`src/rtl/pc_gen_pkg.sv`:
```
// Shared types and defaults for the fetch-stage program-counter generator.
package pc_gen_pkg;

  localparam int          XLEN_DEF         = 32;
  localparam logic [31:0] RESET_VECTOR_DEF = 32'h0000_0000;
  localparam logic [31:0] TVEC_RESET_DEF   = 32'h0000_0100;
  localparam int          ALIGN_BITS_DEF   = 2;
  localparam int          INC_DEF          = 4;

  typedef enum logic [1:0] {
    ST_BOOT = 2'd0,
    ST_RUN  = 2'd1,
    ST_HALT = 2'd2
  } state_t;

  // Which source won the next-PC arbitration this cycle.
  typedef enum logic [2:0] {
    SRC_TRAP = 3'd0,
    SRC_MRET = 3'd1,
    SRC_BR   = 3'd2,
    SRC_SEQ  = 3'd3,
    SRC_HOLD = 3'd4
  } src_t;

  // True for the flush-type sources that override stall and pending fetches.
  function automatic logic is_redirect(input src_t src);
    return (src == SRC_TRAP) || (src == SRC_MRET) || (src == SRC_BR);
  endfunction

endpackage

```
`src/rtl/pc_gen_if.sv`:
```
// Fetch request bus between the PC generator and instruction memory.
interface pc_gen_if
  import pc_gen_pkg::*;
#(
  parameter int XLEN = XLEN_DEF
);

  logic            imem_req_o;
  logic            imem_ready_i;
  logic [XLEN-1:0] pc_o;
  logic [XLEN-1:0] pc_plus_o;

  modport master (
    output imem_req_o,
    output pc_o,
    output pc_plus_o,
    input  imem_ready_i
  );

  modport slave (
    input  imem_req_o,
    input  pc_o,
    input  pc_plus_o,
    output imem_ready_i
  );

endinterface

```
`src/rtl/pc_gen_next_sel.sv`:
```
// Combinational next-PC priority mux: trap > mret > branch > sequential > hold.
// A misaligned branch target is folded into the trap path.
module pc_next_sel
  import pc_gen_pkg::*;
#(
  parameter int XLEN       = XLEN_DEF,
  parameter int ALIGN_BITS = ALIGN_BITS_DEF
) (
  input  logic            run_st,
  input  logic            halt_st,
  input  logic            trap_i,
  input  logic [XLEN-1:0] trap_pc_i,
  input  logic            mret_i,
  input  logic            redirect_valid_i,
  input  logic [XLEN-1:0] redirect_pc_i,
  input  logic            seq_fire,
  input  logic [XLEN-1:0] pc,
  input  logic [XLEN-1:0] pc_plus,
  input  logic [XLEN-1:0] epc,
  input  logic [XLEN-1:0] tvec,
  output logic [XLEN-1:0] pc_next,
  output src_t            src,
  output logic            epc_load,
  output logic [XLEN-1:0] epc_next,
  output logic            misalign_next
);

  // Mask form keeps ALIGN_BITS == 0 legal (no zero-width slice).
  localparam logic [XLEN-1:0] ALIGN_MASK = (XLEN'(1) << ALIGN_BITS) - XLEN'(1);

  logic            active;
  logic            br_misaligned;
  logic [XLEN-1:0] tvec_aligned;

  assign active        = run_st || halt_st;
  assign br_misaligned = |(redirect_pc_i & ALIGN_MASK);
  assign tvec_aligned  = tvec & ~ALIGN_MASK;

  // Priority selection of the next PC and the exception-PC update.
  always_comb begin
    pc_next       = pc;
    src           = SRC_HOLD;
    epc_load      = 1'b0;
    epc_next      = epc;
    misalign_next = 1'b0;
    if (active && trap_i) begin
      src      = SRC_TRAP;
      pc_next  = tvec_aligned;
      epc_load = 1'b1;
      epc_next = trap_pc_i;
    end else if (run_st && mret_i) begin
      src     = SRC_MRET;
      pc_next = epc;
    end else if (active && redirect_valid_i) begin
      if (br_misaligned) begin
        src           = SRC_TRAP;
        pc_next       = tvec_aligned;
        epc_load      = 1'b1;
        epc_next      = redirect_pc_i;
        misalign_next = 1'b1;
      end else begin
        src     = SRC_BR;
        pc_next = redirect_pc_i;
      end
    end else if (run_st && seq_fire) begin
      src     = SRC_SEQ;
      pc_next = pc_plus;
    end
  end

endmodule

```
`src/rtl/pc_gen.sv`:
```
// Fetch-stage program-counter generator with trap/mret/branch redirects,
// trap-vector and exception-PC registers, WFI halt and a req/ready fetch bus.
//
// state   | meaning
// --------+-----------------------------------------------------------
// ST_BOOT | first cycle after reset, no fetch request, pc held
// ST_RUN  | fetching: req=1, pc advances on accepted un-stalled fetch
// ST_HALT | WFI: req=0, pc held, woken only by trap or branch redirect
module pc_gen
  import pc_gen_pkg::*;
#(
  parameter int              XLEN         = XLEN_DEF,
  parameter logic [XLEN-1:0] RESET_VECTOR = XLEN'(RESET_VECTOR_DEF),
  parameter logic [XLEN-1:0] TVEC_RESET   = XLEN'(TVEC_RESET_DEF),
  parameter int              ALIGN_BITS   = ALIGN_BITS_DEF,
  parameter int              INC          = INC_DEF
) (
  input  logic            clk,
  input  logic            rst,
  pc_gen_if.master        fetch,
  input  logic            stall_i,
  input  logic            redirect_valid_i,
  input  logic [XLEN-1:0] redirect_pc_i,
  input  logic            trap_i,
  input  logic [XLEN-1:0] trap_pc_i,
  input  logic            mret_i,
  input  logic            halt_i,
  input  logic            tvec_we_i,
  input  logic [XLEN-1:0] tvec_wdata_i,
  output logic [XLEN-1:0] epc_o,
  output logic [XLEN-1:0] tvec_o,
  output logic            misalign_o
);

  state_t          state_q, state_d;
  logic [XLEN-1:0] pc_q, epc_q, tvec_q;
  logic            misalign_q;
  logic [XLEN-1:0] pc_plus;
  logic [XLEN-1:0] pc_next, epc_next;
  logic            epc_load, misalign_next;
  logic            run_st, halt_st, seq_fire;
  src_t            src;

  assign run_st   = (state_q == ST_RUN);
  assign halt_st  = (state_q == ST_HALT);
  assign pc_plus  = pc_q + XLEN'(INC);
  assign seq_fire = run_st && fetch.imem_ready_i && !stall_i;

  assign fetch.imem_req_o = run_st;
  assign fetch.pc_o       = pc_q;
  assign fetch.pc_plus_o  = pc_plus;
  assign epc_o            = epc_q;
  assign tvec_o           = tvec_q;
  assign misalign_o       = misalign_q;

  pc_next_sel #(
    .XLEN      (XLEN),
    .ALIGN_BITS(ALIGN_BITS)
  ) u_sel (
    .run_st          (run_st),
    .halt_st         (halt_st),
    .trap_i          (trap_i),
    .trap_pc_i       (trap_pc_i),
    .mret_i          (mret_i),
    .redirect_valid_i(redirect_valid_i),
    .redirect_pc_i   (redirect_pc_i),
    .seq_fire        (seq_fire),
    .pc              (pc_q),
    .pc_plus         (pc_plus),
    .epc             (epc_q),
    .tvec            (tvec_q),
    .pc_next         (pc_next),
    .src             (src),
    .epc_load        (epc_load),
    .epc_next        (epc_next),
    .misalign_next   (misalign_next)
  );

  // Next-state logic; halt only takes effect when no redirect wins the cycle.
  always_comb begin
    state_d = state_q;
    case (state_q)
      ST_BOOT: state_d = ST_RUN;
      ST_RUN:  if (halt_i && !is_redirect(src)) state_d = ST_HALT;
      ST_HALT: if (trap_i || redirect_valid_i) state_d = ST_RUN;
      default: state_d = ST_BOOT;
    endcase
  end

  // State, PC and CSR-like registers; synchronous active-low reset.
  always_ff @(posedge clk) begin
    if (!rst) begin
      state_q    <= ST_BOOT;
      pc_q       <= RESET_VECTOR;
      epc_q      <= '0;
      tvec_q     <= TVEC_RESET;
      misalign_q <= 1'b0;
    end else begin
      state_q    <= state_d;
      pc_q       <= pc_next;
      misalign_q <= misalign_next;
      if (epc_load)  epc_q  <= epc_next;
      if (tvec_we_i) tvec_q <= tvec_wdata_i;
    end
  end

endmodule

```
`src/flat_wrapper.sv`:
```
// flat-port wrapper written by rule: the top's interface ports become plain ports
module pc_gen_flat import pc_gen_pkg::*;
#(
  parameter int              XLEN         = XLEN_DEF,
  parameter logic [XLEN-1:0] RESET_VECTOR = XLEN'(RESET_VECTOR_DEF),
  parameter logic [XLEN-1:0] TVEC_RESET   = XLEN'(TVEC_RESET_DEF),
  parameter int              ALIGN_BITS   = ALIGN_BITS_DEF,
  parameter int              INC          = INC_DEF
)
  (clk, rst, stall_i, redirect_valid_i, redirect_pc_i, trap_i, trap_pc_i, mret_i, halt_i, tvec_we_i, tvec_wdata_i, epc_o, tvec_o, misalign_o, fetch_imem_req_o, fetch_pc_o, fetch_pc_plus_o, fetch_imem_ready_i);
  pc_gen_if #(.XLEN(XLEN)) fetch_i ();
  input  logic clk;
  input  logic rst;
  input  logic stall_i;
  input  logic redirect_valid_i;
  input  logic [XLEN-1:0] redirect_pc_i;
  input  logic trap_i;
  input  logic [XLEN-1:0] trap_pc_i;
  input  logic mret_i;
  input  logic halt_i;
  input  logic tvec_we_i;
  input  logic [XLEN-1:0] tvec_wdata_i;
  output logic [XLEN-1:0] epc_o;
  output logic [XLEN-1:0] tvec_o;
  output logic misalign_o;
  output wire logic [$bits(fetch_i.imem_req_o)-1:0] fetch_imem_req_o;
  output wire logic [$bits(fetch_i.pc_o)-1:0] fetch_pc_o;
  output wire logic [$bits(fetch_i.pc_plus_o)-1:0] fetch_pc_plus_o;
  input wire logic [$bits(fetch_i.imem_ready_i)-1:0] fetch_imem_ready_i;
  assign fetch_imem_req_o = fetch_i.imem_req_o;
  assign fetch_pc_o = fetch_i.pc_o;
  assign fetch_pc_plus_o = fetch_i.pc_plus_o;
  assign fetch_i.imem_ready_i = fetch_imem_ready_i;
  pc_gen #(.XLEN(XLEN), .RESET_VECTOR(RESET_VECTOR), .TVEC_RESET(TVEC_RESET), .ALIGN_BITS(ALIGN_BITS), .INC(INC)) u_core (.clk(clk), .rst(rst), .fetch(fetch_i), .stall_i(stall_i), .redirect_valid_i(redirect_valid_i), .redirect_pc_i(redirect_pc_i), .trap_i(trap_i), .trap_pc_i(trap_pc_i), .mret_i(mret_i), .halt_i(halt_i), .tvec_we_i(tvec_we_i), .tvec_wdata_i(tvec_wdata_i), .epc_o(epc_o), .tvec_o(tvec_o), .misalign_o(misalign_o));
endmodule
```
`config.mk`:
```
export PLATFORM = sky130hd
export DESIGN_NAME = pc_gen_flat
export DESIGN_NICKNAME = d
export VERILOG_FILES = /design/src/rtl/pc_gen_pkg.sv /design/src/rtl/pc_gen_if.sv /design/src/rtl/pc_gen_next_sel.sv /design/src/rtl/pc_gen.sv /design/src/flat_wrapper.sv
export SDC_FILE = /design/constraint.sdc
export NUM_CORES = 1
export LEC_CHECK = 0
export ABC_AREA = 0
export ABC_CLOCK_PERIOD_IN_PS = 5500
export BUFFER_PORTS_ARGS = -buffer_cell sky130_fd_sc_hd__buf_2
export CAP_MARGIN = 20
export CORE_MARGIN = 3
export CORE_UTILIZATION = 45
export DETAILED_ROUTE_END_ITERATION = 8
export HOLD_SLACK_MARGIN = 0.08
export PLACE_DENSITY = 0.83
export SLEW_MARGIN = 20
export SYNTH_ARGS = -nofsm -noshare
export SYNTH_HDL_FRONTEND = slang
export SYNTH_SLANG_ARGS = --single-unit
```
`constraint.sdc`:
```
create_clock -name clk -period 5.5 [get_ports clk]
set_input_delay 1.1 -clock clk [delete_from_list [all_inputs] [get_ports clk]]
set_output_delay 1.1 -clock clk [all_outputs]
set_load 0.01 [all_outputs]
```
# After elaboration in Yosys (flattened, before gate mapping)
# Index checks and enable logic that the tools add are counted.
# op_classes
mux	21
n_reduce_logical	23
bitwise_logic	1
n_addsub	1
eq_ne	7
# ops
operator	count
$mux W32	9
$add A32 B3 Y32 const B	1
$mux W3	4
$logic_and A1 B1 Y1	7
$mux W2	3
$pmux W2 S3	1
$logic_or A1 B1 Y1	4
$mux W1	4
$ne A2 B2 Y1 const B	2
$reduce_and A4 Y1	1
$reduce_bool A2 Y1	2
$reduce_bool A4 Y1	1
$reduce_or A2 Y1	2
$eq A3 B1 Y1 const B	1
$eq A3 B2 Y1 const B	1
$logic_not A3 Y1	1
$reduce_bool A3 Y1	1
$eq A2 B1 Y1 const B	1
$eq A2 B2 Y1 const B	1
$logic_not A1 Y1	2
$logic_not A2 Y1	1
$ne A2 B1 Y1 const B	1
$reduce_and A2 Y1	1
$not A1 Y1	1
# totals
register_bits	99
in_bits	105

# Logic depth before layout (Yosys ltp)
# Gate-level depths: netlist of the first run.
# logic_depth
depth_word	15
ltp_mapped	10

# By module
# Synthesis of the first run repeated with hierarchy kept, for this count alone.
# unflattened
cells_unflattened	759
area_unflattened_um2	6693.9
# by_module_without_submodules
module	n_inst	seq_area_each_um2	area_each_um2	cells_per_inst
pc_gen	1	1981.9	3967.6	375
pc_next_sel	1	0.0	2726.4	384

# Least setup slack after synthesis of the first run
# No wires, ideal clock.
# synth_path
kind	reg-to-output
start	register u_core.pc_q[2], in the netlist u_core.fetch.pc_o[2]
end	output fetch_pc_plus_o[28]
n_path_buf	0
path_stages_with_launch	6
t_arrival_ns	1.889
required_time_ns	4.400
path_slack_ns	2.511
cell_sequence	dfxtp_1 > ha_1 > nand4_4 > or3_4 > o31a_2 > or2_2
# synth_via
elab_chain_cells	1
# synth_rtl
item	line	rtl
start, declared	pc_gen.sv:36	logic [XLEN-1:0] pc_q, epc_q, tvec_q;
start signal, assigned	pc_gen.sv:100	pc_q <= pc_next;
$add A32 B3 Y32	pc_gen.sv:46	assign pc_plus = pc_q + XLEN'(INC);
end, declared	flat_wrapper.sv:28	output wire logic [$bits(fetch_i.pc_plus_o)-1:0] fetch_pc_plus_o;
# No other way between the ends.

# Worst setup path after layout of the first run
# layout_path
start	register u_core.pc_q[10], in the netlist u_core.fetch.pc_o[10]
end	output fetch_pc_plus_o[21]
# Same word-level chain as after synthesis.

==> flow_summary.ini, run 1 <==
[clocking]
clock_latency_ns = 0.36
clock-root-buffer = clkbuf_16
numCtsBuffers = 9
cts_hold_buf = 0
postCtsSetupBuffers = 0
cts.path.max_buffers = 2
cts_resized = 0
cts_sinks = 99
cts_tree = yes
htreeDepth = 3
clk_pin_slew_worst_paths_ns = 0.07

[timing]
drv_slew = 0
post-route-min-period_ns = 3.65
skew_ns = 0.00789
slew_headroom = 0.245
rsz0062_at_grt = no
clock.fmax_ghz = 0.274
setup_tns_ns = 0
tightestPinTransition_ns = 1.13
hold_violations = 0
setup_violations = 0
hold_ws_ns = 0.505
fin_crit_sh = 0.663

[worst_setup_path]
crit_cells = 5
cp_slowest_cell = nor4_2
crit_chain = nand4_1 -> nor4_2 -> nand4_1 -> xnor2_1 -> buf_2
cp_common_cell = nand4_1
critPathArrivalTime_ns = 2.55
worstReg2RegEnd = u_core.fetch.pc_o[15]
critPathTopFamily = simple AND/OR/NAND/NOR gates
r2r_start = u_core.state_q[0]
slowest_delay_ns = 0.66
crit_required_ns = 4.40
r2r_cells = 7
start_kind = flip-flop
crit_path_end_kind = output pin
critPathBufInv = 1
crit_type = reg2out
critPathMaxFanout = 12
reg2reg_slack_ns = 2.27

[finish]
antennaDiodeCount = 0
syn_to_final_growth_pct = 27.9
fin_nets = 1006
seqCellArea_mm2 = 0.00198
nFillCells = 1154
multi_input_comb_area_mm2 = 0.00351
drive_gt1_frac = 0.310

[synth]
synth-seq-cells = 99
yosysWarnings = 0
synthArstFlopShare = 0
netlist_top_cells_area = dfxtp_1 35%, mux2i_1 10%, nor2_1 5.8%
netlist_area_mm2 = 0.00573
synth_seq_area_share = 0.346
synth.distinct_cells = 67
synth_edf_count = 0
synth_ff_type = dfxtp_1
synth_top_area_share = 0.346
synth_area_per_cell_um2 = 8.15
synth_top_cell_by_area = dfxtp_1
synthesis.nets = 813
synthCells = 703

[power]
p_seq_frac = 0.320
power.internal_uw = 2030
power_frac_clock = 0.204
comb_power_share = 0.475
p_leak_uw = 0.00333
ir_worst_vdd_mv = 0.336
swShare = 0.438
p_sw_uw = 1580
powerDensity_mw_per_mm2 = 492

[drt]
vias = 6511
wl_per_cell_um = 20.0
drt_iter0_drc = 651
drc = 0
drt_wl_total_um = 21400
vias_per_cell = 6.09
drtPass1Iterations = 6
drtAntennaViolNets = 0

[floorplanning]
start_util = 0.469
die_x_um = 119
fp.dieH_um = 119
rows = 40
core_mm2 = 0.0122
die-area_mm2 = 0.0141
num_io_pins = 235

[run]
cap_viol_max_count = 0

[global_routing]
grt_max_degree = 64
gr-total-overflow = 0
grt_pass1_vias = 6335
antenna_found_initial = 0
grt_pass1_wl_um = 33700
grt.total_usage = 0.297

[hold_path]
hold_path.class = reg2reg
worstHoldStart = u_core.tvec_o[0]
holdPathStages = 2
hold_end = u_core.tvec_o[0]

[run_status]
status = completed

[place]
hpwl_um = 15200
gp_congestion = 0.942
io_buffers = 234
[worst register-to-register path, delay by kind of cell (launching register included)]
family | cells | cell delay, ns
compound gates | 4 | 1.72
fa+ha+maj | 1 | 0.44
buf+inv | 1 | 0.08
flops | 1 | 0.38
simple gates | 1 | 0.56
[routing by layer]
metal,global-route usage,share of wire
met3,0.0698,0.095
met2,0.494,0.47
met1,0.376,0.41
met4,0.108,0.025
met5,0,0
[power by group through the flow]
stage	sequential (µW)	combinational [µW]	clock, µW
4_1_cts	1150	1690	747
5_1_grt	1190	1870	773
3_5_place_dp	1160	1680	0
3_3_place_gp	1160	1650	0
2_1_floorplan	1160	1040	0
6_report	1160	1710	737
[stage by stage]
stage	total power (µW)	utilization	std cells	worst slack, ns	instance area, µm²
after floorplan	2200	-	703	2.51	5730
after global placement	2800	0.570	1052	1.77	6970
after detailed placement	2840	0.570	1052	1.68	6970
after CTS	3580	0.599	1068	1.83	7310
after global routing	3830	0.600	1069	1.65	7330
final	3610	0.600	1069	1.85	7330
[sequential cells by signal, indices dropped and copies added, names as in the netlist, named ones only]
| signal | flops |
|---|---|
| u_core.tvec_o | 32 |
| u_core.state_q | 2 |
| u_core.misalign_o | 1 |
| u_core.epc_o | 32 |
| u_core.fetch.pc_o | 30 |
[synth_stat cells, types with 3 or more instances]
master and number:
o21a_1 7, o31ai_1 3, and2_1 5, or2_2 4, a221oi_1 10, a21oi_1 41
clkbuf_1 40, xnor2_1 15, o21ai_0 45, or4_1 3, dfxtp_1 99, a31oi_1 13
ha_1 5, nand4_1 10, o221ai_1 7, a2bb2oi_1 3, buf_2 12, buf_1 8
xor2_1 9, and3_1 11, nand2_1 54, and4_1 5, inv_1 7, a21o_1 3
mux2i_1 59, nor4_1 4, a211oi_1 22, a311oi_1 15, nand3_1 18, nor3_1 13
a22oi_1 7, o211ai_1 6, o2bb2ai_1 3, nor2_1 88, a221o_1 7
[cell families after synthesis]
kind of cell	count (synthesis)	synth area share
mux	60	0.105
fa+ha+maj	5	0.0109
flops	99	0.346
buf+inv	70	0.0498
simple gates	236	0.203
xor+xnor	24	0.0367
compound gates	209	0.249
[area by class of cell]
class	instances	area share
tap	168	0.0287
clock buffer	12	0.0336
inverter	8	0.00410
timing repair buffer	244	0.172
multi-input combinational	534	0.478
sequential	99	0.270
clock inverter	4	0.0133
[worst max-delay path by stage]
stage,start,endpoint,slack [ns]
floorplan,u_core.fetch.pc_o[2],fetch_pc_plus_o[28],2.51
global route,u_core.fetch.pc_o[10],fetch_pc_plus_o[21],1.65
finish,u_core.fetch.pc_o[10],fetch_pc_plus_o[21],1.85
CTS,u_core.fetch.pc_o[2],fetch_pc_plus_o[28],1.83
global placement,mret_i,u_core.epc_o[4],1.77
detailed placement,mret_i,u_core.epc_o[21],1.68
[placed cells by master, fill, tap and decap left out, drive strengths merged, types with 6 or more instances in the layout]
| master | count |
|---|---|
| buf | 244 |
| o221ai | 7 |
| dfxtp | 99 |
| clkbuf | 12 |
| inv | 8 |
| nor3 | 14 |
| xor2 | 9 |
| nor2 | 90 |
| a21oi | 41 |
| nand2 | 54 |
| o21ai | 46 |
| a22oi | 7 |
| and4 | 6 |
| and3 | 11 |
| o211ai | 6 |
| a221oi | 10 |
| a31oi | 13 |
| a221o | 7 |
| a211oi | 22 |
| nand3 | 19 |
| nand4 | 11 |
| a311oi | 15 |
| mux2i | 59 |
| o21a | 7 |
| and2 | 6 |
| xnor2 | 15 |
Power figures use the tool's default switching activity.
==> inputs of run 2 (changes only) <==
--- a/config.mk
+++ b/config.mk
@@ -6,7 +6,7 @@
 export NUM_CORES = 1
 export LEC_CHECK = 0
 export ABC_AREA = 0
-export ABC_CLOCK_PERIOD_IN_PS = 5500
+export ABC_CLOCK_PERIOD_IN_PS = 3740
 export BUFFER_PORTS_ARGS = -buffer_cell sky130_fd_sc_hd__buf_2
 export CAP_MARGIN = 20
 export CORE_MARGIN = 3
==> constraint.sdc (replaced) <==
create_clock -name clk -period 3.74 [get_ports clk]
set_input_delay 0.748 -clock clk [delete_from_list [all_inputs] [get_ports clk]]
set_output_delay 0.748 -clock clk [all_outputs]
set_load 0.01 [all_outputs]
==> run 2 against run 1 <==
Clock power increased by 32%. Register-to-register slack got worse by 1.3 ns. Non-clock buffer count increased by 7. Worst setup slack lost 1.3 ns. Sequential share of layout area is 0.069 points lower. Highest routed layer unchanged. Via count down 0.74%. Critical path depth increased by 1. Cell count up 0.47%. Power increased by 45%. Routed wire length is 0.98% lower. First-iteration DRC count down 12%. Sequential power grew 45%.
==> flow_summary.ini, run 2 (same netlist as run 1, synthesis figures left out) <==
[finish]
final_cell_mix = 234 x buf_2, 99 x dfxtp_1, 88 x nor2_1
utilization = 0.602
syn_to_final_growth_pct = 28.2
mostFrequentLayoutCell = buf_2
nFillCells = 1126
drive_gt1_frac = 0.313
antennaDiodeCount = 0
finalInstanceArea_mm2 = 0.00735
fin_nets = 1013

[hold_path]
worstHoldStart = u_core.tvec_o[0]
hold_path.class = reg2reg
hold_end = u_core.tvec_o[0]
holdPathStages = 2

[power]
power.total_uw = 5240
swShare = 0.442
power.internal_uw = 2920
comb_power_share = 0.494
p_seq_frac = 0.320
p_leak_uw = 0.00335
ir_worst_vdd_mv = 0.492
powerDensity_mw_per_mm2 = 713
power_frac_clock = 0.186
p_sw_uw = 2310

[clocking]
cts_hold_buf = 0
cts_tree = yes
postCtsSetupBuffers = 0
cts_sinks = 99
htreeDepth = 3
numCtsBuffers = 9
clk_pin_slew_worst_paths_ns = 0.06
cts.path.max_buffers = 2
clock-root-buffer = clkbuf_16
cts_resized = 0
clock_latency_ns = 0.36

[global_routing]
grt_pass1_vias = 6081
grt_max_degree = 45
antenna_found_initial = 0
grt.total_usage = 0.294
grt_pass1_wl_um = 33100
gr-total-overflow = 0

[worst_setup_path]
start_kind = flip-flop
r2r_cells = 10
crit_type = reg2out
crit_path_end_kind = output pin
r2r_start = u_core.state_q[0]
critPathArrivalTime_ns = 2.49
critPathMaxFanout = 9
crit_required_ns = 2.99
worstReg2RegEnd = u_core.epc_o[1]
reg2reg_slack_ns = 1.02

[floorplanning]
die-area_mm2 = 0.0141
num_io_pins = 235
start_util = 0.469
rows = 40
fp.dieH_um = 119
core_mm2 = 0.0122
die_x_um = 119

[place]
hpwl_um = 15400
gp_congestion = 0.884
placed_area_mm2 = 0.00705
io_buffers = 234

[drt]
drt_iter0_drc = 570
wl_met2_um = 10300
drtAntennaViolNets = 0
vias = 6463
wl_met3_um = 1900
drt_wl_total_um = 21200
drc = 0
wl_per_cell_um = 19.7
drtPass1Iterations = 5
met1_length_um = 8520
dr.max_layer_used = met4
vias_per_cell = 6.02

[timing]
setup_violations = 0
clock.fmax_ghz = 0.309
setup_tns_ns = 0
drv_slew = 0
hold_ws_ns = 0.493
post-route-min-period_ns = 3.23
tightestPinTransition_ns = 1.06
fin_crit_sh = 0.865
hold_violations = 0
rsz0062_at_grt = no
slew_headroom = 0.294
skew_ns = 0.00720

[run_status]
status = completed

[run]
cap_viol_max_count = 0
## run 2: cell count changes in the layout (fill, tap and decap cells not counted), sizes merged
cell,delta
bufinv,-1
buf,+7
clkinv,+1
clkbuf,-1
clkinvlp,-1
## run 2: worst max path at each step
stage | startpoint | to | slack, ns | depth (start not counted)
3_5_place_dp | u_core.fetch.pc_o[3] | fetch_pc_plus_o[28] | 0.90 | 6
4_1_cts | u_core.fetch.pc_o[3] | fetch_pc_plus_o[28] | 0.51 | 6
2_1_floorplan | u_core.fetch.pc_o[2] | fetch_pc_plus_o[28] | 1.10 | 5
5_1_grt | u_core.fetch.pc_o[10] | fetch_pc_plus_o[21] | 0.27 | 5
6_report | u_core.fetch.pc_o[3] | fetch_pc_plus_o[28] | 0.51 | 6
3_3_place_gp | u_core.fetch.pc_o[2] | fetch_pc_plus_o[28] | 0.94 | 6
## run 2: through the flow
stage | worst slack (ns) | instances
after global routing | 0.272 | 1074
final | 0.505 | 1074
after floorplan | 1.10 | 703
after CTS | 0.506 | 1074
after global placement | 0.942 | 1060
after detailed placement | 0.896 | 1060
## run 2: cell type report
type | count | area, µm² | area share
inverters | 8 | 30.0 | 0.00409
clock inverters | 3 | 65.1 | 0.00885
clock buffers | 11 | 233 | 0.0317
multi-input cells | 534 | 3510 | 0.477
well taps | 168 | 210 | 0.0286
flip-flops and latches | 99 | 1980 | 0.270
repair buffers | 251 | 1320 | 0.180
## run 2: per-layer routing
metal / GRT usage / up-vias
met3: 0.0722 / 40
met2: 0.499 / 366
met4: 0.108 / 0
met5: 0 / -
li1: - / 3019
met1: 0.361 / 3038
## run 2: critical path: stages, from the launching register on
cell,delay (ns)
dfxtp_1,0.42
ha_1,0.28
nand4_4,0.20
or3_4,0.48
o31a_2,0.30
or2_2,0.31
buf_2,0.14
## run 2: power groups by stage
stage | Combinational [µW] | Clock, µW | Sequential [µW]
finish | 2590 | 972 | 1680
global route | 2820 | 1030 | 1720
CTS | 2570 | 988 | 1670
detailed placement | 2560 | 0 | 1690
global placement | 2530 | 0 | 1680
floorplan | 1530 | 0 | 1710
